## config.mk

```make
export PLATFORM = sky130hd
export DESIGN_NAME = sincronizador_jugada
export DESIGN_NICKNAME = d
export VERILOG_FILES = /design/src/rtl/jugada_pkg.sv /design/src/rtl/fifo_jugadas.sv /design/src/rtl/sincronizador_jugada.sv
export SDC_FILE = /design/constraint.sdc
export NUM_CORES = 1
export LEC_CHECK = 0
export ABC_AREA = 1
export CORE_AREA = 2 2 76 78
export CTS_CLUSTER_DIAMETER = 80
export DETAILED_ROUTE_END_ITERATION = 10
export DIE_AREA = 0 0 78 80
export PLACE_DENSITY_LB_ADDON = 0.08
export REMOVE_ABC_BUFFERS = 1
export SYNTH_ARGS = -nofsm -noshare
export SYNTH_HDL_FRONTEND = slang
export SYNTH_SLANG_ARGS = --single-unit
export TNS_END_PERCENT = 1
```

## constraint.sdc

```tcl
create_clock -name clk -period 1.8 [get_ports clk]
set_input_delay 0.36 -clock clk [delete_from_list [all_inputs] [get_ports clk]]
set_output_delay 0.36 -clock clk [all_outputs]
set_load 0.02 [all_outputs]
```

## src/rtl/jugada_pkg.sv

```systemverilog
// Types and constants shared between the move synchronizer and the game controller.
package jugada_pkg;

  typedef logic [2:0] jugada_t;

  localparam int COLUMNAS = 7;
  localparam int MAX_COL  = COLUMNAS - 1;
  localparam int CNT_W    = 8;

  // Increment that holds at the top value instead of wrapping.
  function automatic logic [CNT_W-1:0] sat_inc(input logic [CNT_W-1:0] v);
    return (v == {CNT_W{1'b1}}) ? v : v + CNT_W'(1);
  endfunction

endpackage

```

## src/rtl/fifo_jugadas.sv

```systemverilog
// Show-ahead FIFO of moves; the head is visible on dout whenever the FIFO is non-empty.
module fifo_jugadas
  import jugada_pkg::*;
#(
  parameter int DEPTH = 4,
  localparam int AW = $clog2(DEPTH),
  localparam int LW = AW + 1
) (
  input  logic          clk,
  input  logic          rst,
  input  logic          push,
  input  jugada_t       din,
  input  logic          pop,
  output jugada_t       dout,
  output logic          full,
  output logic          empty,
  output logic [LW-1:0] level
);

  jugada_t       mem_q [DEPTH];
  jugada_t       mem_d [DEPTH];
  logic [LW-1:0] wr_ptr_q, wr_ptr_d;
  logic [LW-1:0] rd_ptr_q, rd_ptr_d;
  logic          do_push, do_pop;

  // Pointers carry one extra wrap bit so full and empty are distinguishable.
  assign empty = (wr_ptr_q == rd_ptr_q);
  assign full  = (wr_ptr_q[AW] != rd_ptr_q[AW]) && (wr_ptr_q[AW-1:0] == rd_ptr_q[AW-1:0]);
  assign level = wr_ptr_q - rd_ptr_q;
  assign dout  = empty ? '0 : mem_q[rd_ptr_q[AW-1:0]];

  assign do_pop  = pop & ~empty;
  assign do_push = push & (~full | do_pop);

  always_comb begin
    mem_d    = mem_q;
    wr_ptr_d = wr_ptr_q;
    rd_ptr_d = rd_ptr_q;
    if (do_pop) begin
      rd_ptr_d = rd_ptr_q + LW'(1);
    end
    if (do_push) begin
      mem_d[wr_ptr_q[AW-1:0]] = din;
      wr_ptr_d                = wr_ptr_q + LW'(1);
    end
  end

  always_ff @(posedge clk or negedge rst) begin
    if (!rst) begin
      mem_q    <= '{default: '0};
      wr_ptr_q <= '0;
      rd_ptr_q <= '0;
    end else begin
      mem_q    <= mem_d;
      wr_ptr_q <= wr_ptr_d;
      rd_ptr_q <= rd_ptr_d;
    end
  end

endmodule

```

## src/rtl/sincronizador_jugada.sv

```systemverilog
// Brings SPI-domain moves into the clk domain, range-checks them and queues legal ones
// for the game FSM, keeping sticky overflow and a saturating error count.
module sincronizador_jugada #(
  parameter int SYNC_STAGES = 2,
  parameter int FIFO_DEPTH  = 4,
  parameter int MAX_COL     = jugada_pkg::MAX_COL
) (
  input  logic                             clk,
  input  logic                             rst,
  input  jugada_pkg::jugada_t              jugada_in,
  input  logic                             dato_listo_in,
  output jugada_pkg::jugada_t              jugada_out,
  output logic                             jugada_valid,
  input  logic                             jugada_ready,
  output logic                             error_rango,
  output logic                             overflow,
  output logic [7:0]                       contador_errores,
  input  logic                             clr_err,
  output logic [$clog2(FIFO_DEPTH+1)-1:0]  nivel
);

  import jugada_pkg::*;

  logic [SYNC_STAGES-1:0] sync_q, sync_d;
  logic                   prev_q, prev_d;
  logic                   err_rango_q, err_rango_d;
  logic                   overflow_q, overflow_d;
  logic [7:0]             cnt_q, cnt_d;

  logic evento, legal, rango, pop, push, drop;
  logic fifo_full, fifo_empty;

  // jugada_in is sampled unsynchronized: it settled with the same sck edge that raised
  // dato_listo_in, which is at least SYNC_STAGES clk edges before the event is seen.
  always_comb begin
    sync_d = {sync_q[SYNC_STAGES-2:0], dato_listo_in};
    prev_d = sync_q[SYNC_STAGES-1];
    evento = sync_q[SYNC_STAGES-1] & ~prev_q;
    legal  = int'(jugada_in) <= MAX_COL;
    rango  = evento & ~legal;
    pop    = ~fifo_empty & jugada_ready;
    push   = evento & legal & (~fifo_full | pop);
    drop   = evento & legal & fifo_full & ~pop;

    err_rango_d = rango;
    overflow_d  = clr_err ? 1'b0 : overflow_q;
    cnt_d       = clr_err ? '0 : cnt_q;
    if (drop) begin
      overflow_d = 1'b1;
    end
    // An error in the same cycle as clr_err still counts, leaving the counter at 1.
    if (rango | drop) begin
      cnt_d = sat_inc(cnt_d);
    end
  end

  always_ff @(posedge clk or negedge rst) begin
    if (!rst) begin
      sync_q      <= '0;
      prev_q      <= 1'b0;
      err_rango_q <= 1'b0;
      overflow_q  <= 1'b0;
      cnt_q       <= '0;
    end else begin
      sync_q      <= sync_d;
      prev_q      <= prev_d;
      err_rango_q <= err_rango_d;
      overflow_q  <= overflow_d;
      cnt_q       <= cnt_d;
    end
  end

  fifo_jugadas #(
    .DEPTH (FIFO_DEPTH)
  ) u_fifo (
    .clk   (clk),
    .rst   (rst),
    .push  (push),
    .din   (jugada_in),
    .pop   (pop),
    .dout  (jugada_out),
    .full  (fifo_full),
    .empty (fifo_empty),
    .level (nivel)
  );

  assign jugada_valid     = ~fifo_empty;
  assign error_rango      = err_rango_q;
  assign overflow         = overflow_q;
  assign contador_errores = cnt_q;

endmodule

```

# After elaboration in Yosys (flattened, before gate mapping)
# Index checks and enable logic that the tools add are counted.
[word_totals]
ff_bits = 31
inputBits = 8
out_inout_bits = 17
elab_cells = 57
[classes]
addsub = 4
n_lt_le_gt_ge = 4
n_eq_ne = 4
muxes = 12
bitwise_logic = 19
reduce_logical = 3
[op_table]
columns = ["op", "count"]
rows = [
  ["8-bit two-way mux", 3],
  ["12-bit bitwise mux", 1],
  ["3-bit two-way mux", 4],
  ["1-bit bitwise AND", 9],
  ["8-bit by 1-bit adder with 8-bit output, second input constant", 1],
  ["8-bit == test, second input constant", 1],
  ["3-bit by 1-bit adder with 3-bit output, second input constant", 2],
  ["3-bit binary-select mux with 2-bit select", 1],
  ["3-bit demux with 2-bit select", 1],
  ["3-bit greater-or-equal comparator, second input constant", 2],
  ["2-bit inverter with 3-bit output", 2],
  ["1-bit inverter", 5],
  ["3-bit == test", 1],
  ["3-bit <= comparator, second input constant", 1],
  ["3-bit by 1-bit less-than comparator with 1-bit output, second input constant", 1],
  ["1-bit OR", 3],
  ["3-bit subtractor", 1],
  ["2-bit == test", 1],
  ["1-bit logical AND", 2],
  ["1-bit two-way mux", 2],
  ["2-bit nonzero test", 1],
  ["1-bit inequality test", 1],
]

# Depth between registers and ports, before layout
[logic_depth]
word_depth = 7
ltp_mapped = 11

# Modules after synthesis
# A second synthesis with hierarchy kept.
[hier_totals]
cells_unflattened = 229
area_unflattened_um2 = 1833.0
[by_module_without_submodules]
columns = ["mod", "n_inst", "cells_each", "area_each_um2", "seq_area_each_um2"]
rows = [
  ["fifo_jugadas", 1, 132, 1082.3, 450.4],
  ["sincronizador_jugada", 1, 97, 750.7, 325.3],
]

# Worst setup path before layout
# Ideal clock, no wire load.
[synth_path]
kind = "reg2out"
start = "register u_fifo.rd_ptr_q[0]"
end = "output port nivel[2]"
arrival_ns = 1.400
required_ns = 1.440
path_slack_ns = 0.040
path_stages_with_launch = 4
path_cell_list = "dfrtp_1 -> ha_1 -> fa_1 -> xor2_1"
[synth_between]
elab_chain_len = 1
[synth_lines]
columns = ["element", "line_no", "source"]
rows = [
  ["start: declaration", "fifo_jugadas.sv:23", "logic [LW-1:0] rd_ptr_q, rd_ptr_d;"],
  ["start signal: assignment", "fifo_jugadas.sv:56", "rd_ptr_q <= rd_ptr_d;"],
  ["3-bit subtractor", "fifo_jugadas.sv:29", "assign level = wr_ptr_q - rd_ptr_q;"],
  ["end: declaration", "sincronizador_jugada.sv:19", "output logic [$clog2(FIFO_DEPTH+1)-1:0] nivel"],
]
# Every way passes these cells.

# Worst setup path in the final report
[layout_path]
start = "register u_fifo.wr_ptr_q[0]"
end = "output port nivel[1]"
[layout_between]
elab_chain_len = 1
[layout_lines]
columns = ["element", "line_no", "source"]
rows = [
  ["start: declaration", "fifo_jugadas.sv:22", "logic [LW-1:0] wr_ptr_q, wr_ptr_d;"],
  ["start signal: assignment", "fifo_jugadas.sv:55", "wr_ptr_q <= wr_ptr_d;"],
  ["3-bit subtractor", "fifo_jugadas.sv:29", ""],
]
# Every way passes these cells.

==> results.md <==
* Failing checks: negative setup slack
* Peak Freq at 530 MHz
* Vias after detailed routing at roughly 1600
* Number of synthesized flops with an enable pin at 0
* Fin crit share at 105%
* DR DRC count at 0
* Crit path max fanout at 2
* Mapped Avg Cell Area at just over 8 sq um
* Hold Violations, Final at 0
* Yosys cell types at 22
* Via/cell ratio at between 4 and 5
* Diodes inserted at 0
* Clock-pin slew on the worst setup and hold paths at 0.07 ns
* Post-DR wirelength/cell at around 12 um
* Hold Crit Class: reg -> reg
* Max-cap violations at 0
* R2R Setup Slk at between 0.1 and 0.15 ns
* Final WL at 4140 um
* Grt total ovfl at 0
* Overall routing resource usage at between 10% and 20%
* CTS buffer count at 5
* Ys flop type: dfrtp_1
* Ys async rst share at 100%
* Total power at around 3.6 mW
* RSZ-0062 raised after global routing: yes
* Clock sink count at 31
* I/O pins at 25
* Seq cells post-synth at 31
* Hpwl dp at between 3000 and 4000 um
* Count of final max-slew check failures at 0
* Largest cells by area after synthesis: dfrtp_1 43%, nand2_1 13%, inv_1 6.4%, nand3_1 6.1%, ha_1 5.5%
* Port Buf Inserts at 24
* GPL Wtd Cong at just under 0.8
* First-pass GRT wire length at between 7000 and 8000 um
* Vias in the first global route at about 1500
* VDD IR-drop max at just over 1 mV
* Initial drt markers at 94
* Count leader, synth: nand2_1
* Final Skew at between 0.006 and 0.007 ns
* Critical path data required time at between 1 and 1.5 ns
* Post-Syn Instances at 224
* Cell row count at 27
* Pleak at roughly 1.3 nW
* Ys Warns at 0
* Largest net degree at the start of global routing at 32
* Startpoint types: register
* Critical path class: reg -> out
* DP Area at roughly 2400 sq um
* Relative slew slack at ~72%
* Mapped Area at roughly 1800 sq um
* Antenna Nets Post-Route at 0
* PwrDens at about 1500 nW/um^2
* Die Y at around 80 um
* Root buf cell: clkbuf_8
* Tmin final at 1.89 ns
* DIE AREA at 6240 sq um
* CTS tree: done
* Initial Utilization at between 30% and 40%
* Synthesis-to-finish area growth at 35.9%
* Layout fillers at between 500 and 600
* CTS max path bufs at 2
* Tightest Pin Transition at between 0.4 and 0.5 ns
* Status: finished, violations left
* Clk_lat worst skew at between 0.2 and 0.3 ns
* Post-layout util at 45.7%
* Critical path endpoint category: output port
* Share of cells above drive strength 1 at roughly a quarter
* Most common library cells after synthesis: 62 x nand2_1, 31 x dfrtp_1, 31 x inv_1, 22 x nand3_1, 14 x o21ai_0
* Core ar. at roughly 5400 sq um
* Initial DRT Pass Iterations at 4
* Final Cell Area at about 2500 sq um
* Critical path data arrival time at between 1.5 and 2 ns
* Register area share after synthesis at 42.7%
* Worst setup margin at -0.0875 ns
* CTS H-Tree Depth at 2
* Dpl ws at -0.272 ns
* Cell taking the most area after synthesis: dfrtp_1
* # setup viols final at 6
* Share of the synthesized area in the top cell type at a little over two fifths
* Initial antenna violation count at 0
* Die X at just under 80 um
* Nets at between 300 and 400
[worst paths after layout]
kind                                                 from                        endpoint  cells past startpoint
hold reg to reg                       sync_q[0]$_DFF_PN0_             sync_q[1]$_DFF_PN0_                      0
max in group asynchronous                             rst            overflow$_DFFE_PN0P_                      2
hold / removal                        sync_q[0]$_DFF_PN0_             sync_q[1]$_DFF_PN0_                      0
setup / recovery           u_fifo.wr_ptr_q[0]$_DFFE_PN0P_                        nivel[1]                      5
setup reg to reg           u_fifo.rd_ptr_q[0]$_DFFE_PN0P_   contador_errores[3]$_DFF_PN0_                     10
min in group asynchronous                             rst  u_fifo.wr_ptr_q[0]$_DFFE_PN0P_                      2
[cells by family after synthesis]
| logic type | count (synthesis) | share of synthesized area [%] |
|---|---|---|
| fa+ha+maj | 9 | 6.61 |
| flops | 31 | 42.7 |
| compound gates | 34 | 9.78 |
| simple gates | 109 | 30.2 |
| xor+xnor | 5 | 2.82 |
| buf+inv | 36 | 7.85 |
[registers in the layout, indices dropped and copies added, names as in the netlist]
register          flops
overflow              1
error_rango           1
sync_q                2
contador_errores      8
u_fifo.wr_ptr_q       3
prev_q                1
u_fifo.mem_q         12
u_fifo.rd_ptr_q       3
[power breakdown]
group / total, mW / switching, mW / leakage, nW / internal [mW]
clock network: 0.615 / 0.266 / 0.0515 / 0.349
registers: 1.01 / 0.102 / 0.391 / 0.906
logic: 1.96 / 1.11 / 0.833 / 0.849
[through the flow]
step                      setup TNS (ns)  std cells  hold slack (ns)
after detailed placement           -2.36        349            0.338
after floorplan                        0        223           0.0644
final                             -0.311        358            0.351
after CTS                         -0.617        357            0.353
after global placement             -2.42        349            0.335
after global routing              -0.728        358            0.366
[critical path, stage by stage, from the launching register on]
cell and delay (ns):
dfrtp_1 0.36, inv_2 0.04, ha_2 0.17, fa_2 0.51
inv_1 0.04, buf_6 0.12
[timing repair]
| item | 4_1_cts | 5_1_grt |
|---|---|---|
| hold buffers | 0 | 0 |
| hold endpoints to repair | 0 | 0 |
| setup endpoints to repair | 7 | 14 |
| resized for setup | 28 | 10 |
| pin swaps | 1 | 3 |
| buffers inserted | 0 | 1 |
[cell usage in the layout, fill, tap and decap left out, types with 2 or more instances in the layout]
master	instances
a21oi_1	10
buf_6	2
xor2_1	3
o21ai_0	13
nor2_1	4
inv_1	30
nand2_4	5
nand3_1	22
nand2_2	4
inv_2	5
nor2_2	7
buf_4	34
nand2_1	62
a21oi_2	2
clkdlybuf4s50_1	17
clkbuf_8	7
dfrtp_1	31
nor2_4	3
ha_1	7
o21ai_1	9
[metal layers]
metal / track usage (%) / part of all wire [%]
met1: 21.0 / 55
met2: 22.0 / 41
met3: 3.96 / 3.3
met4: 4.74 / 1.3
met5: 0 / 0
[layout make-up]
class	instances	area (sq um)	share of cell area, %
clock buffers	8	100	4.05
repair buffers	55	463	18.8
multi-input cells	157	908	36.8
flip-flops and latches	31	776	31.4
inverters	35	131	5.32
well taps	72	90.1	3.65
Note: power is estimated with default switching activity, not from simulation.
